==> src/rtl/sobel_line_scheduler.sv <==
// Frame sequencer for the Sobel datapath: steers raster pixels into three rotating line
// buffers and walks each row column by column with top/mid/bottom selects and pad flags.
module sobel_line_scheduler #(
    parameter int IMAGE_WIDTH_E = 9,
    parameter int IMAGE_HIGHT_E = 9
) (
    input  logic                     clk,
    input  logic                     reset,
    input  logic                     start,
    input  logic                     in_valid,
    output logic                     in_ready,
    output logic                     wr_en,
    output logic [1:0]               wr_buf_sel,
    output logic [IMAGE_WIDTH_E-1:0] wr_addr,
    output logic [1:0]               top_sel,
    output logic [1:0]               mid_sel,
    output logic [1:0]               bot_sel,
    output logic                     pad_top,
    output logic                     pad_bot,
    output logic [IMAGE_WIDTH_E-1:0] col,
    output logic [IMAGE_HIGHT_E-1:0] out_row,
    output logic                     win_valid,
    input  logic                     win_ready,
    output logic                     busy,
    output logic                     frame_done
);

    localparam int W           = IMAGE_WIDTH_E;
    localparam int H           = IMAGE_HIGHT_E;
    localparam int IMAGE_WIDTH = 2 ** IMAGE_WIDTH_E;
    localparam int IMAGE_HIGHT = 2 ** IMAGE_HIGHT_E;

    localparam logic [W-1:0] COL_LAST   = W'(IMAGE_WIDTH - 1);
    localparam logic [H-1:0] ROW_LAST   = H'(IMAGE_HIGHT - 1);
    // row < ROW_LOAD_LIM is the same test as row + 2 <= IMAGE_HIGHT - 1, without overflow.
    localparam logic [H-1:0] ROW_LOAD_LIM = H'(IMAGE_HIGHT - 2);

    typedef enum logic [2:0] {
        IDLE,
        PRIME,
        PROC,
        LOAD,
        DONE
    } state_t;

    state_t         state;
    logic [H-1:0]   row;
    logic [1:0]     row_m3;
    logic           prime_second;
    logic [1:0]     top_buf;
    logic [1:0]     bot_buf;

    function automatic logic [1:0] mod3_inc(input logic [1:0] v);
        return (v == 2'd2) ? 2'd0 : v + 2'd1;
    endfunction

    // row mod 3 is tracked incrementally so no divider is needed for any image height.
    assign bot_buf = mod3_inc(row_m3);
    assign top_buf = mod3_inc(bot_buf);

    always_ff @(posedge clk or posedge reset) begin
        // NOTE: every register here uses <= so all updates see pre-edge values of each other.
        if (reset) begin
            state        <= IDLE;
            row          <= '0;
            row_m3       <= 2'd0;
            col          <= '0;
            wr_addr      <= '0;
            prime_second <= 1'b0;
        end else begin
            case (state)
                IDLE: begin
                    if (start) begin
                        state        <= PRIME;
                        row          <= '0;
                        row_m3       <= 2'd0;
                        col          <= '0;
                        wr_addr      <= '0;
                        prime_second <= 1'b0;
                    end
                end
                PRIME: begin
                    if (in_valid) begin
                        if (wr_addr == COL_LAST) begin
                            wr_addr <= '0;
                            if (prime_second) begin
                                state        <= PROC;
                                prime_second <= 1'b0;
                                col          <= '0;
                                row          <= '0;
                            end else begin
                                prime_second <= 1'b1;
                            end
                        end else begin
                            wr_addr <= wr_addr + W'(1);
                        end
                    end
                end
                PROC: begin
                    if (win_ready) begin
                        if (col == COL_LAST) begin
                            col <= '0;
                            if (row < ROW_LOAD_LIM) begin
                                state <= LOAD;
                            end else if (row != ROW_LAST) begin
                                row    <= row + H'(1);
                                row_m3 <= mod3_inc(row_m3);
                            end else begin
                                state <= DONE;
                            end
                        end else begin
                            col <= col + W'(1);
                        end
                    end
                end
                LOAD: begin
                    if (in_valid) begin
                        if (wr_addr == COL_LAST) begin
                            wr_addr <= '0;
                            state   <= PROC;
                            row     <= row + H'(1);
                            row_m3  <= mod3_inc(row_m3);
                        end else begin
                            wr_addr <= wr_addr + W'(1);
                        end
                    end
                end
                DONE:    state <= IDLE;
                default: state <= IDLE;
            endcase
        end
    end

    // Outputs are pure decodes of registered state; only wr_en looks at a live input.
    assign in_ready   = (state == PRIME) || (state == LOAD);
    assign wr_en      = in_valid & in_ready;
    assign wr_buf_sel = (state == PRIME) ? {1'b0, prime_second} :
                        (state == LOAD)  ? top_buf : 2'd0;
    assign win_valid  = (state == PROC);
    assign top_sel    = win_valid ? top_buf : 2'd0;
    assign mid_sel    = win_valid ? row_m3  : 2'd0;
    assign bot_sel    = win_valid ? bot_buf : 2'd0;
    assign pad_top    = win_valid && (row == '0);
    assign pad_bot    = win_valid && (row == ROW_LAST);
    assign out_row    = row;
    assign busy       = (state != IDLE);
    assign frame_done = (state == DONE);

endmodule

==> config.mk <==
export PLATFORM = sky130hd
export DESIGN_NAME = sobel_line_scheduler
export DESIGN_NICKNAME = d
export VERILOG_FILES = /design/src/rtl/sobel_line_scheduler.sv
export SDC_FILE = /design/constraint.sdc
export NUM_CORES = 1
export LEC_CHECK = 0
export CAP_MARGIN = 20
export CORE_ASPECT_RATIO = 1.25
export CORE_MARGIN = 4
export CORE_UTILIZATION = 55
export DETAILED_ROUTE_END_ITERATION = 8
export PLACE_DENSITY = 0.85
export SETUP_SLACK_MARGIN = 0.02
export SKIP_CTS_REPAIR_TIMING = 1
export SYNTH_ARGS = -nofsm -noshare
export SYNTH_HDL_FRONTEND = slang
export SYNTH_SLANG_ARGS = --single-unit
==> constraint.sdc <==
create_clock -name clk -period 4.64 [get_ports clk]
set_input_delay 1.16 -clock clk [delete_from_list [all_inputs] [get_ports clk]]
set_output_delay 1.16 -clock clk [all_outputs]
set_load 0.05 [all_outputs]
# Word-level counts from Yosys, hierarchy flattened
# Index checks and enable logic that the tools add are counted.
# op_classes
addsub,5
order_cmp,1
n_eq_ne,22
n_mux,48
bitwise,1
n_reduce_logical,18
# op_table
op,n
$mux W9,14
$pmux W9 S4,1
$mux W3,10
$mux W2,14
$add A9 B1 Y9 const B,3
$eq A9 B9 Y1 const B,3
$pmux W9 S3,1
$pmux W9 S2,1
$ne A2 B2 Y1 const B,7
$pmux W3 S4,1
$reduce_and A11 Y1,1
$logic_not A9 Y1,1
$lt A9 B9 Y1 const B,1
$ne A9 B9 Y1 const B,1
$reduce_and A9 Y1,1
$reduce_bool A3 Y1,3
$ne A2 B1 Y1 const B,4
$reduce_and A8 Y1,1
$eq A3 B2 Y1 const B,2
$pmux W2 S3,1
$reduce_and A6 Y1,1
$add A2 B1 Y2 const B,2
$eq A2 B2 Y1 const B,2
$mux W1,4
other kinds (13),15
# totals
reg_bits,33
inputBits,5
output_inout_bits,42
elab_cells,101

# Depth between registers and ports, before layout
# Gate-level depths: netlist of the first run.
# depth
word_depth,7
mapped_depth,10

# Worst setup path after synthesis of the first run
# OpenSTA, ideal clock, no wires.
# synth_timing
kind,flip-flop to output port
start,reg state[0]
end,out bot_sel[0]
t_arrival_ns,2.267
slack_ns,1.213
path_stages_with_launch,4
path_buffers,2
path_cell_list,dfrtp_1 buf_6 clkbuf_1 nor4_1
# synth_via
elab_chain_cells,2
# synth_rtl
item,line_no,source
"start, declared",46,state_t state;
"start signal, assigned",64,state <= IDLE;
"start signal, assigned",74,state <= PRIME;
"start signal, assigned",87,state <= PROC;
$eq A3 B2 Y1,139,assign win_valid = (state == PROC);
$mux W2,142,assign bot_sel = win_valid ? bot_buf : 2'd0;
"end, declared",17,"output logic [1:0] bot_sel,"
# Every way passes these cells.

# Worst setup path after layout of the first run
# layout_timing
start,reg state[2]
end,out pad_top
# layout_via
elab_chain_cells,2
# layout_rtl
item,line_no,source
$eq A3 B2 Y1,139,
$logic_and A1 B1 Y1,143,assign pad_top = win_valid && (row == '0);
"end, declared",18,"output logic pad_top,"
# Every way passes these cells.

==> results.cfg, run 1 <==
[status]
outcome = completed

[timing]
worst_slew_pin_slew_ns = 0.914
max_freq_mhz = 252
tns_ns = 0
setup_viol = 0
finalHoldViolations = 0
slew_headroom_pct = 39.0
finClkSkew_ns = 0.00371
layout_setup_ws_ns = 0.673
fin_crit_sh_pct = 85.5
slew_violations = 0
rsz0062_at_grt = no
fin_crit_ns = 3.97

[final_layout]
area.growth.synth_to_final_pct = 24.2
fin_util_pct = 71.5
fillCellCount = 326
fin_nets = 294
drive_gt1_share_pct = 7.80
design_area_sq_um = 2750
antennaDiodeCount = 0
fin_cells = 336

[detailed_routing]
drtPass1Iterations = 4
vias_per_cell = 6.14
routed_wl_mm = 5.11
drt_iter0_markers = 137
dr_total_vias = 2062
wl_per_cell_microns = 15.2
drcViolationCount = 0
ant_nets = 0

[die]
rows = 25
coreArea_sq_um = 3850
die_h_microns = 79.0
start_util_pct = 57.6
fp.dieArea_sq_um = 5120
die_w_microns = 64.8
ios = 47

[placed_design]
hpwl_mm = 3.65
place_inst = 329
portBuffers = 46
place_area_sq_um = 2670
place.gp.congestion = 0.844
preCtsSetupSlack_ns = 0.832

[yosys]
syn_inst = 243
ys_ff_latch = 33
synthFlopType = dfrtp_1
synthArstFlopShare_pct = 100
yosysSeqAreaShare_pct = 37.2
synth_area_per_cell_sq_um = 9.12
synth_cell_types = 53
yosys_warnings = 0
synth_area_sq_um = 2220
synth_nets = 255
synth_edf_count = 0

[clock_tree]
clock_sinks = 33
h-tree-depth = 2
cts_tree = built
cts-buffers-inserted = 5
clk_pin_slew_ns = 0.07
worstSkewPairLatency_ns = 0.28
root_buffer = clkbuf_8
clockBufferDepth = 2

[critical_path]
critPathMaxStageDelay_ns = 0.80
required_ns = 3.48
endpoint_kind = primary output
path_cells = nand2b_1, buf_4, nor2_1, and3_1, clkdlybuf4s50_1
worstPathArrival_ns = 2.81
worstSetupPathType = flip-flop to primary output
r2r_cells = 9
start_kind = flip-flop
path_max_fanout = 25
cpMaxStageDelayCell = clkdlybuf4s50_1

[power]
p_per_area_nw_per_um2 = 278
p_leak_nw = 1.14
p_seq_share_pct = 45.6
switching_share_pct = 35.0
clockPowerShare_pct = 28.4
p_int_w = 0.000498
combPwrFrac_pct = 26.0
ir_drop_mv = 0.163
power.switching_w = 0.000268

[grt]
grt_pass1_vias = 1961
grt_overflow = 0
antenna_found_initial = 0
grt_pass1_wl_mm = 9.16
grtUsageTotal_pct = 22.2
grt_max_degree = 26

[flow_run]
cap_violations = 0

[hold_path]
hold-path-cell-count = 2
hold_class = flip-flop to flip-flop
Yosys cell counts, types with 4 or more instances:
cell / instances / area [sq um]
o41ai_1: 6 / 52.6
o31ai_1: 8 / 60.1
nor2_1: 14 / 52.6
clkbuf_1: 7 / 26.3
o31ai_2: 6 / 75.1
inv_1: 7 / 26.3
nor3_1: 6 / 30.0
and3_1: 10 / 62.6
o21ai_0: 12 / 60.1
a31oi_1: 6 / 37.5
dfrtp_1: 33 / 826
nand2b_1: 8 / 50.1
ha_1: 7 / 87.6
nor3b_1: 4 / 30.0
nand2_1: 20 / 75.1
and2_1: 9 / 56.3
o21ai_1: 10 / 50.1
a21oi_1: 5 / 25.0
nand3_1: 9 / 45.0
critical path, delay by kind of cell (launching register included):
kind                   cells  cell delay (ns)
buffers and inverters      2             0.98
AND/OR/NAND/NOR            3             0.91
flip-flops                 1             0.63
cell type report:
class / count / area (sq um) / share of cell area [%]
repair buffers: 49 / 483 / 17.5
well taps: 54 / 67.6 / 2.45
inverters: 7 / 26.3 / 0.955
flip-flops and latches: 33 / 826 / 30.0
clock buffers: 7 / 86.3 / 3.14
multi-input cells: 186 / 1260 / 45.9
metal layers:
metal | track usage (%) | routed length, microns
met1 | 28.8 | 2180
met2 | 37.4 | 2600
met3 | 4.24 | 251
met4 | 6.34 | 72
met5 | 0 | 0
per-stage QoR:
stage | hold slack (ns) | total power, W
after floorplan | 0.495 | 0.000483
after CTS | 0.523 | 0.000777
final | 0.523 | 0.000765
after detailed placement | 0.510 | 0.000556
after global routing | 0.549 | 0.000804
after global placement | 0.500 | 0.000550
flip-flops by register name, indices dropped and copies added (netlist names):
signal        count
col               9
out_row           9
prime_second      1
row_m3            2
state             3
wr_addr           9
power by group through the flow:
stage	registers, W	clock network (W)	logic [W]
finish	0.000349	0.000218	0.000199
global route	0.000356	0.000235	0.000213
CTS	0.000350	0.000227	0.000201
detailed placement	0.000355	0	0.000201
global placement	0.000353	0	0.000197
floorplan	0.000433	0	0.0000498
worst paths after layout:
kind	startpoint	end	slack (ns)
setup / recovery	state[2]	pad_top	0.67
hold / removal	col[8]	col[8]	0.52
setup reg to reg	wr_addr[0]	col[5]	1.76
hold reg to reg	col[8]	col[8]	0.52
max in group asynchronous	reset	wr_addr[3]	2.57
min in group asynchronous	reset	wr_addr[7]	1.40
kinds of logic (layout without fill, tap and decap cells):
| group | after synthesis | after routing | share of synthesized area, % |
|---|---|---|---|
| muxes | 5 | 5 | 2.60 |
| adders and majority gates | 7 | 7 | 3.95 |
| AOI/OAI and AO/OA | 69 | 69 | 23.6 |
| and+or+nand+nor | 105 | 105 | 26.8 |
| buffers and inverters | 24 | 63 | 5.76 |
| DFF | 33 | 33 | 37.2 |
layout by cell type, fill, tap and decap left out, types with 3 or more instances in the layout:
cell type	netlist	routed
nand2_1	20	20
o21ai_0	12	12
or4b_1	3	3
dfrtp_1	33	33
or3b_1	3	3
nand3_1	9	9
o31ai_2	6	6
nor2_1	14	14
ha_1	7	7
nor2b_1	3	3
clkbuf_8	0	6
nor3_1	6	6
and2_1	9	9
a31oi_1	6	6
o41ai_1	6	6
o31ai_1	8	8
nand2b_1	8	8
o21ai_1	10	10
clkdlybuf4s50_1	0	46
a21oi_1	5	5
nor3b_1	4	4
and3_1	10	10
inv_1	7	7
buf_4	3	3
nor4_1	3	3
(Power assumes the default switching activity.)
==> inputs of run 2 (changes only) <==
--- a/config.mk
+++ b/config.mk
@@ -11,6 +11,7 @@
 export CORE_UTILIZATION = 55
 export DETAILED_ROUTE_END_ITERATION = 8
 export PLACE_DENSITY = 0.85
+export RECOVER_POWER = 100
 export SETUP_SLACK_MARGIN = 0.02
 export SKIP_CTS_REPAIR_TIMING = 1
 export SYNTH_ARGS = -nofsm -noshare
==> run 2 against run 1 <==
Compared with the run above: global-route usage is the same; wire length grew 0.12%; core utilization shrank 0.91 points; die area is the same; total power shrank 1.5%; setup slack lost 0.045 ns; non-clock buffer count is the same.
==> results.cfg, run 2 (synthesis results as in run 1) <==
[status]
outcome = completed

[detailed_routing]
ant_nets = 0
routed_wl_mm = 5.11
dr_total_vias = 2039
drtPass1Iterations = 4
vias_per_cell = 6.07
drcViolationCount = 0
drt_iter0_markers = 128
wl_per_cell_microns = 15.2

[final_layout]
fillCellCount = 332
design_area_sq_um = 2720
fin_util_pct = 70.6
final_cell_mix = dlygate4sd3_1, dfrtp_1, nand2_1
antennaDiodeCount = 0
fin_nets = 294
multiInputGateArea_sq_um = 1230
ff_latch_area_sq_um = 826
area.growth.synth_to_final_pct = 22.6
layout_commonest_cell = dlygate4sd3_1
drive_gt1_share_pct = 6.03

[clock_tree]
cts-buffers-inserted = 5
cts_tree = built
h-tree-depth = 2
root_buffer = clkbuf_8
worstSkewPairLatency_ns = 0.28
clk_pin_slew_ns = 0.07
clock_sinks = 33
clockBufferDepth = 2

[die]
die_w_microns = 64.8
fp.dieArea_sq_um = 5120
ios = 47
coreArea_sq_um = 3850
start_util_pct = 57.6
rows = 25
die_h_microns = 79.0

[power]
clockPowerShare_pct = 28.8
switching_share_pct = 35.4
p_int_w = 0.000487
p_per_area_nw_per_um2 = 277
combPwrFrac_pct = 25.0
ir_drop_mv = 0.162
p_seq_share_pct = 46.3
p_leak_nw = 1.19
power.switching_w = 0.000266

[timing]
setup_viol = 0
fin_crit_sh_pct = 86.5
slew_violations = 0
finClkSkew_ns = 0.00474
max_freq_mhz = 249
hold_ws_ns = 0.517
fin_crit_ns = 4.01
slew_headroom_pct = 17.1
tns_ns = 0
worst_slew_pin_slew_ns = 1.24
finalHoldViolations = 0
rsz0062_at_grt = no

[grt]
grtUsageTotal_pct = 22.2
antenna_found_initial = 0
grt_pass1_wl_mm = 9.16
grt_max_degree = 26
grtUsageMet2_pct = 37.4
grt-busiest-layer = met2
grt_util_met3_pct = 4.24
grt_overflow = 0
grt_pass1_vias = 1961
use_met1_pct = 28.8

[placed_design]
portBuffers = 46
hpwl_mm = 3.65
place_area_sq_um = 2670
place.gp.congestion = 0.844

[critical_path]
r2r_cells = 9
endpoint_kind = primary output
path_max_fanout = 25
worstSetupPathType = flip-flop to primary output
worstPathArrival_ns = 2.85
start_kind = flip-flop
required_ns = 3.48

[hold_path]
hold_class = flip-flop to flip-flop
hold-path-cell-count = 1

[flow_run]
cap_violations = 0
-- run 2: power groups by stage --
| stage | logic (W) | registers [W] | clock network [W] |
|---|---|---|---|
| final | 0.000188 | 0.000349 | 0.000217 |
| after global placement | 0.000197 | 0.000353 | 0 |
| after floorplan | 0.0000498 | 0.000433 | 0 |
| after global routing | 0.000202 | 0.000355 | 0.000235 |
| after CTS | 0.000201 | 0.000350 | 0.000227 |
| after detailed placement | 0.000201 | 0.000355 | 0 |
-- run 2: final cells by class --
class                   instances  share of cell area [%]
inverters                       7                   0.967
flip-flops and latches         33                    30.4
multi-input cells             186                    45.3
clock buffers                   7                    3.18
repair buffers                 49                    17.6
well taps                      54                    2.49
-- run 2: final timing paths --
| check | from | endpoint | slack, ns |
|---|---|---|---|
| setup / recovery | state[2] | pad_top | 0.63 |
| hold / removal | wr_addr[7] | wr_addr[7] | 0.52 |
| setup reg to reg | wr_addr[0] | out_row[8] | 1.35 |
| hold reg to reg | wr_addr[7] | wr_addr[7] | 0.52 |
| max in group asynchronous | reset | wr_addr[3] | 2.17 |
| min in group asynchronous | reset | wr_addr[7] | 1.53 |
-- run 2: critical path, stage by stage, from the launching register on --
cell and delay, ns:
dfrtp_1 0.64, nand2b_1 0.26, buf_4 0.18, nor2_1 0.39, and3_1 0.23, dlygate4sd3_1 0.87
-- run 2: per-layer routing --
layer	routed length, microns	share of wire (%)
met2	2550	50
met3	298	5.8
met1	2190	43
met5	0	0
met4	74	1.4
-- run 2: through the flow --
step	total power, W	instances	setup WS [ns]
after CTS	0.000777	336	0.659
after detailed placement	0.000556	329	0.832
after global placement	0.000550	329	0.841
after global routing	0.000792	336	0.438
after floorplan	0.000483	243	1.21
final	0.000754	336	0.628
